==> src/rtl/imem_boot_loader.sv <==
// Byte-stream boot loader: assembles little-endian words into instruction memory and
// holds the CPU in reset until the image is complete. Optional trailing checksum: LOADER_CHECKSUM_EN.
`timescale 1ns/1ps
module imem_boot_loader #(
    parameter int ADDR_W      = 6,
    parameter int CYC_TIMEOUT = 1024
) (
    input  logic              clk,
    input  logic              reset,
    input  logic [7:0]        rx_data,
    input  logic              rx_valid,
    output logic              rx_ready,
    output logic              imem_we,
    output logic [ADDR_W-1:0] imem_addr,
    output logic [31:0]       imem_wdata,
    output logic              cpu_reset,
    output logic              done,
    output logic              error
);

    localparam int          TO_W      = $clog2(CYC_TIMEOUT + 1);
    localparam logic [TO_W-1:0] TO_LIMIT = TO_W'(CYC_TIMEOUT - 1);
    localparam logic [16:0] MAX_WORDS = 17'd1 << ADDR_W;

    typedef enum logic [2:0] {
        HDR0 = 3'd0,
        HDR1 = 3'd1,
        LOAD = 3'd2,
        RUN  = 3'd3,
        ERR  = 3'd4
`ifdef LOADER_CHECKSUM_EN
        , CHK = 3'd5
`endif
    } state_t;

`ifdef LOADER_CHECKSUM_EN
    localparam state_t FIN = CHK;

    function automatic logic [7:0] csum_next(input logic [7:0] acc, input logic [7:0] b);
        return acc ^ b;
    endfunction
`else
    localparam state_t FIN = RUN;
`endif

    state_t            state_r, state_s;
    logic [15:0]       count_r, count_s;
    logic [15:0]       hdr_count_s;
    logic [1:0]        byte_idx_r, byte_idx_s;
    logic [23:0]       buf_r, buf_s;
    logic [ADDR_W:0]   wcnt_r, wcnt_s;
    logic [TO_W-1:0]   to_cnt_r, to_cnt_s;
    logic              xfer_s, waiting_s, timeout_s, last_word_s;
    logic              rx_ready_r, rx_ready_s;
    logic              imem_we_r, imem_we_s;
    logic [ADDR_W-1:0] imem_addr_r, imem_addr_s;
    logic [31:0]       imem_wdata_r, imem_wdata_s;
    logic              cpu_reset_r, done_r, error_r;
`ifdef LOADER_CHECKSUM_EN
    logic [7:0]        csum_r, csum_s;
`endif

    assign rx_ready   = rx_ready_r;
    assign imem_we    = imem_we_r;
    assign imem_addr  = imem_addr_r;
    assign imem_wdata = imem_wdata_r;
    assign cpu_reset  = cpu_reset_r;
    assign done       = done_r;
    assign error      = error_r;

    // Next-state, datapath and next-output logic.
    always_comb begin
        state_s      = state_r;
        count_s      = count_r;
        byte_idx_s   = byte_idx_r;
        buf_s        = buf_r;
        wcnt_s       = wcnt_r;
        imem_we_s    = 1'b0;
        imem_addr_s  = imem_addr_r;
        imem_wdata_s = imem_wdata_r;
`ifdef LOADER_CHECKSUM_EN
        csum_s       = csum_r;
`endif
        xfer_s       = rx_valid && rx_ready_r;
        hdr_count_s  = {rx_data, count_r[7:0]};
        last_word_s  = (16'(wcnt_r) == (count_r - 16'd1));

        waiting_s = (state_r == HDR1) || (state_r == LOAD);
`ifdef LOADER_CHECKSUM_EN
        waiting_s = waiting_s || (state_r == CHK);
`endif
        // Idle counter only runs while mid-image; any transfer restarts it.
        timeout_s = waiting_s && !xfer_s && (to_cnt_r == TO_LIMIT);
        if (waiting_s && !xfer_s && !timeout_s) begin
            to_cnt_s = to_cnt_r + TO_W'(1);
        end else begin
            to_cnt_s = {TO_W{1'b0}};
        end

        case (state_r)
            HDR0: begin
                if (xfer_s) begin
                    count_s[7:0] = rx_data;
                    state_s      = HDR1;
                end else begin
                    state_s = HDR0;
                end
            end
            HDR1: begin
                if (xfer_s) begin
                    count_s[15:8] = rx_data;
                    if (hdr_count_s == 16'd0) begin
                        state_s = FIN;
                    end else if ({1'b0, hdr_count_s} > MAX_WORDS) begin
                        state_s = ERR;
                    end else begin
                        state_s = LOAD;
                    end
                end else begin
                    state_s = timeout_s ? ERR : HDR1;
                end
            end
            LOAD: begin
                if (xfer_s) begin
                    buf_s      = {rx_data, buf_r[23:8]};
                    byte_idx_s = byte_idx_r + 2'd1;
`ifdef LOADER_CHECKSUM_EN
                    csum_s     = csum_next(csum_r, rx_data);
`endif
                    if (byte_idx_r == 2'd3) begin
                        imem_we_s    = 1'b1;
                        imem_addr_s  = wcnt_r[ADDR_W-1:0];
                        imem_wdata_s = {rx_data, buf_r};
                        wcnt_s       = wcnt_r + (ADDR_W+1)'(1);
                        state_s      = last_word_s ? FIN : LOAD;
                    end else begin
                        state_s = LOAD;
                    end
                end else begin
                    state_s = timeout_s ? ERR : LOAD;
                end
            end
`ifdef LOADER_CHECKSUM_EN
            CHK: begin
                if (xfer_s) begin
                    state_s = (rx_data == csum_r) ? RUN : ERR;
                end else begin
                    state_s = timeout_s ? ERR : CHK;
                end
            end
`endif
            RUN:     state_s = RUN;
            ERR:     state_s = ERR;
            default: state_s = ERR;
        endcase

        // Ready is registered, so it is derived from where the FSM is heading.
        rx_ready_s = (state_s == HDR0) || (state_s == HDR1) || (state_s == LOAD);
`ifdef LOADER_CHECKSUM_EN
        rx_ready_s = rx_ready_s || (state_s == CHK);
`endif
    end

    // State, datapath and output registers with synchronous active-low reset.
    always_ff @(posedge clk) begin
        if (!reset) begin
            state_r      <= HDR0;
            count_r      <= 16'd0;
            byte_idx_r   <= 2'd0;
            buf_r        <= 24'd0;
            wcnt_r       <= {(ADDR_W+1){1'b0}};
            to_cnt_r     <= {TO_W{1'b0}};
            rx_ready_r   <= 1'b0;
            imem_we_r    <= 1'b0;
            imem_addr_r  <= {ADDR_W{1'b0}};
            imem_wdata_r <= 32'd0;
            cpu_reset_r  <= 1'b1;
            done_r       <= 1'b0;
            error_r      <= 1'b0;
`ifdef LOADER_CHECKSUM_EN
            csum_r       <= 8'd0;
`endif
        end else begin
            state_r      <= state_s;
            count_r      <= count_s;
            byte_idx_r   <= byte_idx_s;
            buf_r        <= buf_s;
            wcnt_r       <= wcnt_s;
            to_cnt_r     <= to_cnt_s;
            rx_ready_r   <= rx_ready_s;
            imem_we_r    <= imem_we_s;
            imem_addr_r  <= imem_addr_s;
            imem_wdata_r <= imem_wdata_s;
            // Status follows the current state, so release lands one cycle after the last write.
            cpu_reset_r  <= (state_r != RUN);
            done_r       <= (state_r == RUN);
            error_r      <= (state_r == ERR);
`ifdef LOADER_CHECKSUM_EN
            csum_r       <= csum_s;
`endif
        end
    end

endmodule

==> config.mk <==
export PLATFORM = sky130hd
export DESIGN_NAME = imem_boot_loader
export DESIGN_NICKNAME = d
export VERILOG_FILES = /design/src/rtl/imem_boot_loader.sv
export SDC_FILE = /design/constraint.sdc
export NUM_CORES = 1
export LEC_CHECK = 0
export ABC_AREA = 1
export CAP_MARGIN = 0
export CORE_UTILIZATION = 40
export CTS_CLUSTER_DIAMETER = 40
export DETAILED_ROUTE_END_ITERATION = 12
export GPL_TIMING_DRIVEN = 0
export PLACE_DENSITY = 0.63
export SLEW_MARGIN = 20
export SYNTH_ARGS = -nofsm -noshare
export SYNTH_HDL_FRONTEND = slang
export SYNTH_SLANG_ARGS = --single-unit
export TNS_END_PERCENT = 1
==> constraint.sdc <==
create_clock -name clk -period 3.26 [get_ports clk]
set_input_delay 0.652 -clock clk [delete_from_list [all_inputs] [get_ports clk]]
set_output_delay 0.652 -clock clk [all_outputs]
set_load 0.01 [all_outputs]
======== Word level (Yosys, flattened, before mapping) ========
Index checks and enable logic that the tools add are counted.
word-level totals
  flip-flop bits (word level) ............. 106
  word-level logic and storage cells ...... 58
cells by class
  $add $sub $neg .......................... 4
  magnitude comparators ................... 1
  equal/unequal tests ..................... 10
  mux-type cells .......................... 11
  reduce and logical (&&, ||, !) cells .... 18
operators with widths
  operator                                                                  count
  3-bit 2-to-1 mux                                                          6
  7-bit by 16-bit == test with 1-bit output                                 1
  16-bit by 7-bit > comparator with 1-bit output (second input constant)    1
  16-bit zero test                                                          1
  16-bit by 1-bit subtractor with 16-bit output (second input constant)     1
  3-bit case mux with 4 select lines                                        1
  11-bit by 1-bit adder with 11-bit output (second input constant)          1
  11-bit by 10-bit == test with 1-bit output (second input constant)        1
  3-bit by 2-bit == test with 1-bit output (second input constant)          3
  2-bit AND reduction                                                       4
  7-bit by 1-bit adder with 7-bit output (second input constant)            1
  3-bit by 1-bit == test with 1-bit output (second input constant)          2
  3-bit zero test                                                           2
  3-bit AND reduction                                                       2
  1-bit logical AND                                                         4
  1-bit 2-to-1 mux                                                          4
  3-bit == test (second input constant)                                     1
  1-bit logical OR                                                          3
  3-bit by 2-bit inequality test with 1-bit output (second input constant)  1
  2-bit by 1-bit adder with 2-bit output (second input constant)            1
  2-bit == test (second input constant)                                     1
  1-bit zero test                                                           2

======== Longest topological paths before layout ========
Gate-level depths: netlist (run 1).
  depth after elaboration ................. 10
  mapped depth ............................ 14
  depth with buffers taken out ............ 14

======== Least setup slack after synthesis (run 1) ========
No wires, ideal clock.
  path type ............................... input to register
  start ................................... input port rx_valid
  end ..................................... register wcnt_r[5]
  setup time .............................. 0.120 ns
  arrival time ............................ 1.612 ns
  required time ........................... 3.140 ns
  slack ................................... 1.528 ns
  stages .................................. 9
  path buffers ............................ 0
  cells stage by stage .................... nand2_2 -> nor2_4 -> nand2_4 -> nor2_8 -> nand2_2 -> nor4_2 -> nand2_1 -> o21ai_0 -> a21oi_1
on the way
  cells in the longest elaborated chain, start to end .. 2
RTL lines
  item                                  line  source
  start, declared                       11    input logic rx_valid,
  1-bit logical AND                     84    xfer_s = rx_valid && rx_ready_r;
  3-bit AND reduction (no source line)  --
  end signal, assigned                  171   wcnt_r <= {(ADDR_W+1){1'b0}};
  end signal, assigned                  188   wcnt_r <= wcnt_s;
  end, declared                         51    logic [ADDR_W:0] wcnt_r, wcnt_s;
Every way passes these cells.
A chain may end at the register's enable or synchronous reset.

==> summary.txt, run 1 <==
status: completed
maximum fanout along the worst path: 10
FF+latch count, synth: 106
Slowest-stage cell, CP: clkdlybuf4s50_1
top cell type's share of synthesized area: 0.482
Worst Setup Start Kind: input port
FF-to-FF End: rx_ready$_SDFF_PN0_
dpl cell area: 0.00510 sq mm
top cells by area, synth: dfxtp_1, nor2_1, o21ai_0
share of cells above drive strength 1: 0.0594
num rows: 37
initial antenna violation count: 0
sw frac: 0.291
vias in the first global route: 3,768
number of cells on the worst hold path: 2
most frequent cells in the layout: nor2_1, dfxtp_1, nand2_1, o21ai_0, inv_1
register share of total power: 0.551
asr flop ratio synth: 0
Top cell by count, worst path: clkbuf_1
HP Class: reg2reg
commonest non-fill, non-tap cell in the layout: nor2_1
hold buffers post-CTS: 0
Clk pwr share: 0.344
Total GRT Usage: 0.205
switching power: 0.700 mW
Comb pwr share: 0.105
worst r2r path cells: 13
final setup violation count: 0
Critical R2R Launch: count_r[0]$_SDFFE_PN0P_
die height: 107 um
CP required: 3.57 ns
clk sinks: 106
grt ovf: 0
DRC: 0
Filler cells: 1,034
Setup Skew: 0.0161 ns
post-cts resize count: 0
DP HPWL: 8.14 mm
port bufs: 53
Mapped Area: 0.00440 sq mm
setup TNS: 0 ns
area of the die: 0.0114 sq mm
Initial Utilization: 0.419
first-pass iteration count of the detailed router: 5
Critical Path End Type: register
CTS clk-pin slew, worst paths: 0.11 ns
max_slew headroom: 0.533
sequential share of the synthesized area: 0.482
Crit Path Class: in2reg
post-synthesis cell type count: 34
First DRT Iteration DRCs: 217
pin slew with the least headroom to its limit: 0.701 ns
flop-to-flop setup slack: 1.39 ns
setup bufs post-CTS: 0
max-slew violations: 0
Mapped Avg Cell Area: 7.48 sq um
first-pass GRT wire length: 18.4 mm
crit path time final: 2.17 ns
n_diodes: 0
Mapped Cells: 588
Clock Tree Buf Depth: 2
Placer Congestion: 0.823
RSZ-0062 raised after global routing: no
Hold Violations, Final: 0
Endpoint, Worst Hold: to_cnt_r[10]$_SDFF_PN0_
HP Start: to_cnt_r[10]$_SDFF_PN0_
TritonCTS clock tree: done
final worst path period share: 0.664
core area: 0.0105 sq mm
DP Worst Slack: 0.757 ns
CTS Buf Count: 9
Peak Freq: 462 MHz
post-DR vias/cell: 4.97
internal power: 1.71 mW
Pwr per Cell Area: 454 mW/mm^2
worst setup margin: 1.09 ns
Yosys warning count: 0
root buf cell: clkbuf_8
Synth Flop Type: dfxtp_1
leakage: 2.14 nW
routed wire length per instance: 13.8 um
clk_lat worst skew: 0.38 ns
IO Pins: 54
Final ANT Viol Nets: 0
number of synthesized flops with an enable pin: 0
vias: 3,943
Final Cell Area: 0.00531 sq mm
Max VDD drop: 259 uV
Finished Core Util: 0.505
slowest stage delay, CP: 0.59 ns
Area Growth Syn to Fin: 20.6%
max_cap viols: 0
total number of H-tree levels: 3
Die W: 107 um
Total Wirelength: 10.9 mm
syn nets: 604
nets: 668
Synth area leader: dfxtp_1
Arrival @ worst endpoint: 2.48 ns
largest net degree at the start of global routing: 22
Tot Pwr: 2.41 mW
worst-path cell chain: clkdlybuf4s50_1, clkbuf_1, clkbuf_1, o21ai_0, a21oi_1
==> worst max path at each step <==
| stage | from | endpoint | slack, ns | cells past startpoint |
|---|---|---|---|---|
| finish | reset | buf_r[15]$_SDFFE_PN0P_ | 1.09 | 5 |
| global route | reset | buf_r[15]$_SDFFE_PN0P_ | 0.93 | 5 |
| CTS | reset | buf_r[15]$_SDFFE_PN0P_ | 1.15 | 5 |
| detailed placement | reset | buf_r[15]$_SDFFE_PN0P_ | 0.76 | 5 |
| global placement | rx_valid | rx_ready$_SDFF_PN0_ | 0.78 | 12 |
| floorplan | rx_valid | wcnt_r[5]$_SDFFE_PN0P_ | 1.53 | 9 |
==> logic make-up after synthesis <==
kind of cell	synth area share
compound gates	0.165
flops	0.482
xor+xnor	0.0239
buf+inv	0.0771
fa+ha+maj	0.0142
simple gates	0.238
==> cells in the mapped netlist, types with 5 or more instances <==
cell type	instances
clkbuf_1	16
ha_1	5
nor2_1	113
nand2_1	73
nand3_1	29
xor2_1	6
xnor2_1	6
o21ai_1	12
a211oi_1	11
inv_1	62
dfxtp_1	106
a21oi_1	41
o21ai_0	69
==> registers in the layout (all words and copies together) (netlist names), 2 cells and up <==
signal and flops:
imem_wdata 32, buf_r 24, count_r 16, to_cnt_r 11, wcnt_r 7, imem_addr 6, state_r 3, byte_idx_r 2
==> power groups by stage <==
stage | Combinational, mW | Clock (mW) | Sequential [mW]
3_3_place_gp | 0.246 | 0 | 1.35
3_5_place_dp | 0.250 | 0 | 1.36
2_1_floorplan | 0.180 | 0 | 1.35
5_1_grt | 0.293 | 0.890 | 1.33
4_1_cts | 0.251 | 0.846 | 1.33
6_report | 0.253 | 0.827 | 1.33
==> final cells by class <==
cell class | count | area, sq um | share of cell area
Sequential cell | 106 | 2120 | 0.400
Multi-Input combinational cell | 393 | 1940 | 0.365
Clock buffer | 9 | 124 | 0.0233
Inverter | 67 | 251 | 0.0474
Buffer | 22 | 87.6 | 0.0165
Clock inverter | 7 | 81.3 | 0.0153
Timing Repair Buffer | 53 | 531 | 0.100
Tap cell | 136 | 170 | 0.0321
==> critical path: cells and delay by family <==
kind | cells | cell delay, ns
buffers and inverters | 3 | 1.46
AO/OA/AOI/OAI | 2 | 0.36
==> routing by layer <==
| layer | track usage | vias up | share of wire |
|---|---|---|---|
| li1 | - | 2030 | - |
| met1 | 0.277 | 1834 | 0.49 |
| met3 | 0.0334 | 5 | 0.037 |
| met4 | 0.0607 | 0 | 0.0076 |
| met5 | 0 | - | 0 |
| met2 | 0.336 | 74 | 0.47 |
==> stage by stage <==
step,hold WS [ns],cells
after floorplan,0.418,588
after global routing,0.484,793
after global placement,0.429,777
final,0.456,793
after CTS,0.458,793
after detailed placement,0.443,777
Power figures use the tool's default switching activity.
==> inputs of run 2 (changes only) <==
==> constraint.sdc (replaced) <==
create_clock -name clk -period 2.2 [get_ports clk]
set_input_delay 0.44 -clock clk [delete_from_list [all_inputs] [get_ports clk]]
set_output_delay 0.44 -clock clk [all_outputs]
set_load 0.01 [all_outputs]
==> results of run 2 <==
Same layout as run 1 (identical final DEF). Status: completed.
Main changes from that run: setup slack after placement 0.757 ns -> -0.0909 ns; setup slack after layout 1.09 ns -> 0.246 ns; register-to-register setup slack 1.39 ns -> 0.33 ns; total power 2.41 mW -> 3.57 mW; worst IR drop on VDD 259 uV -> 384 uV
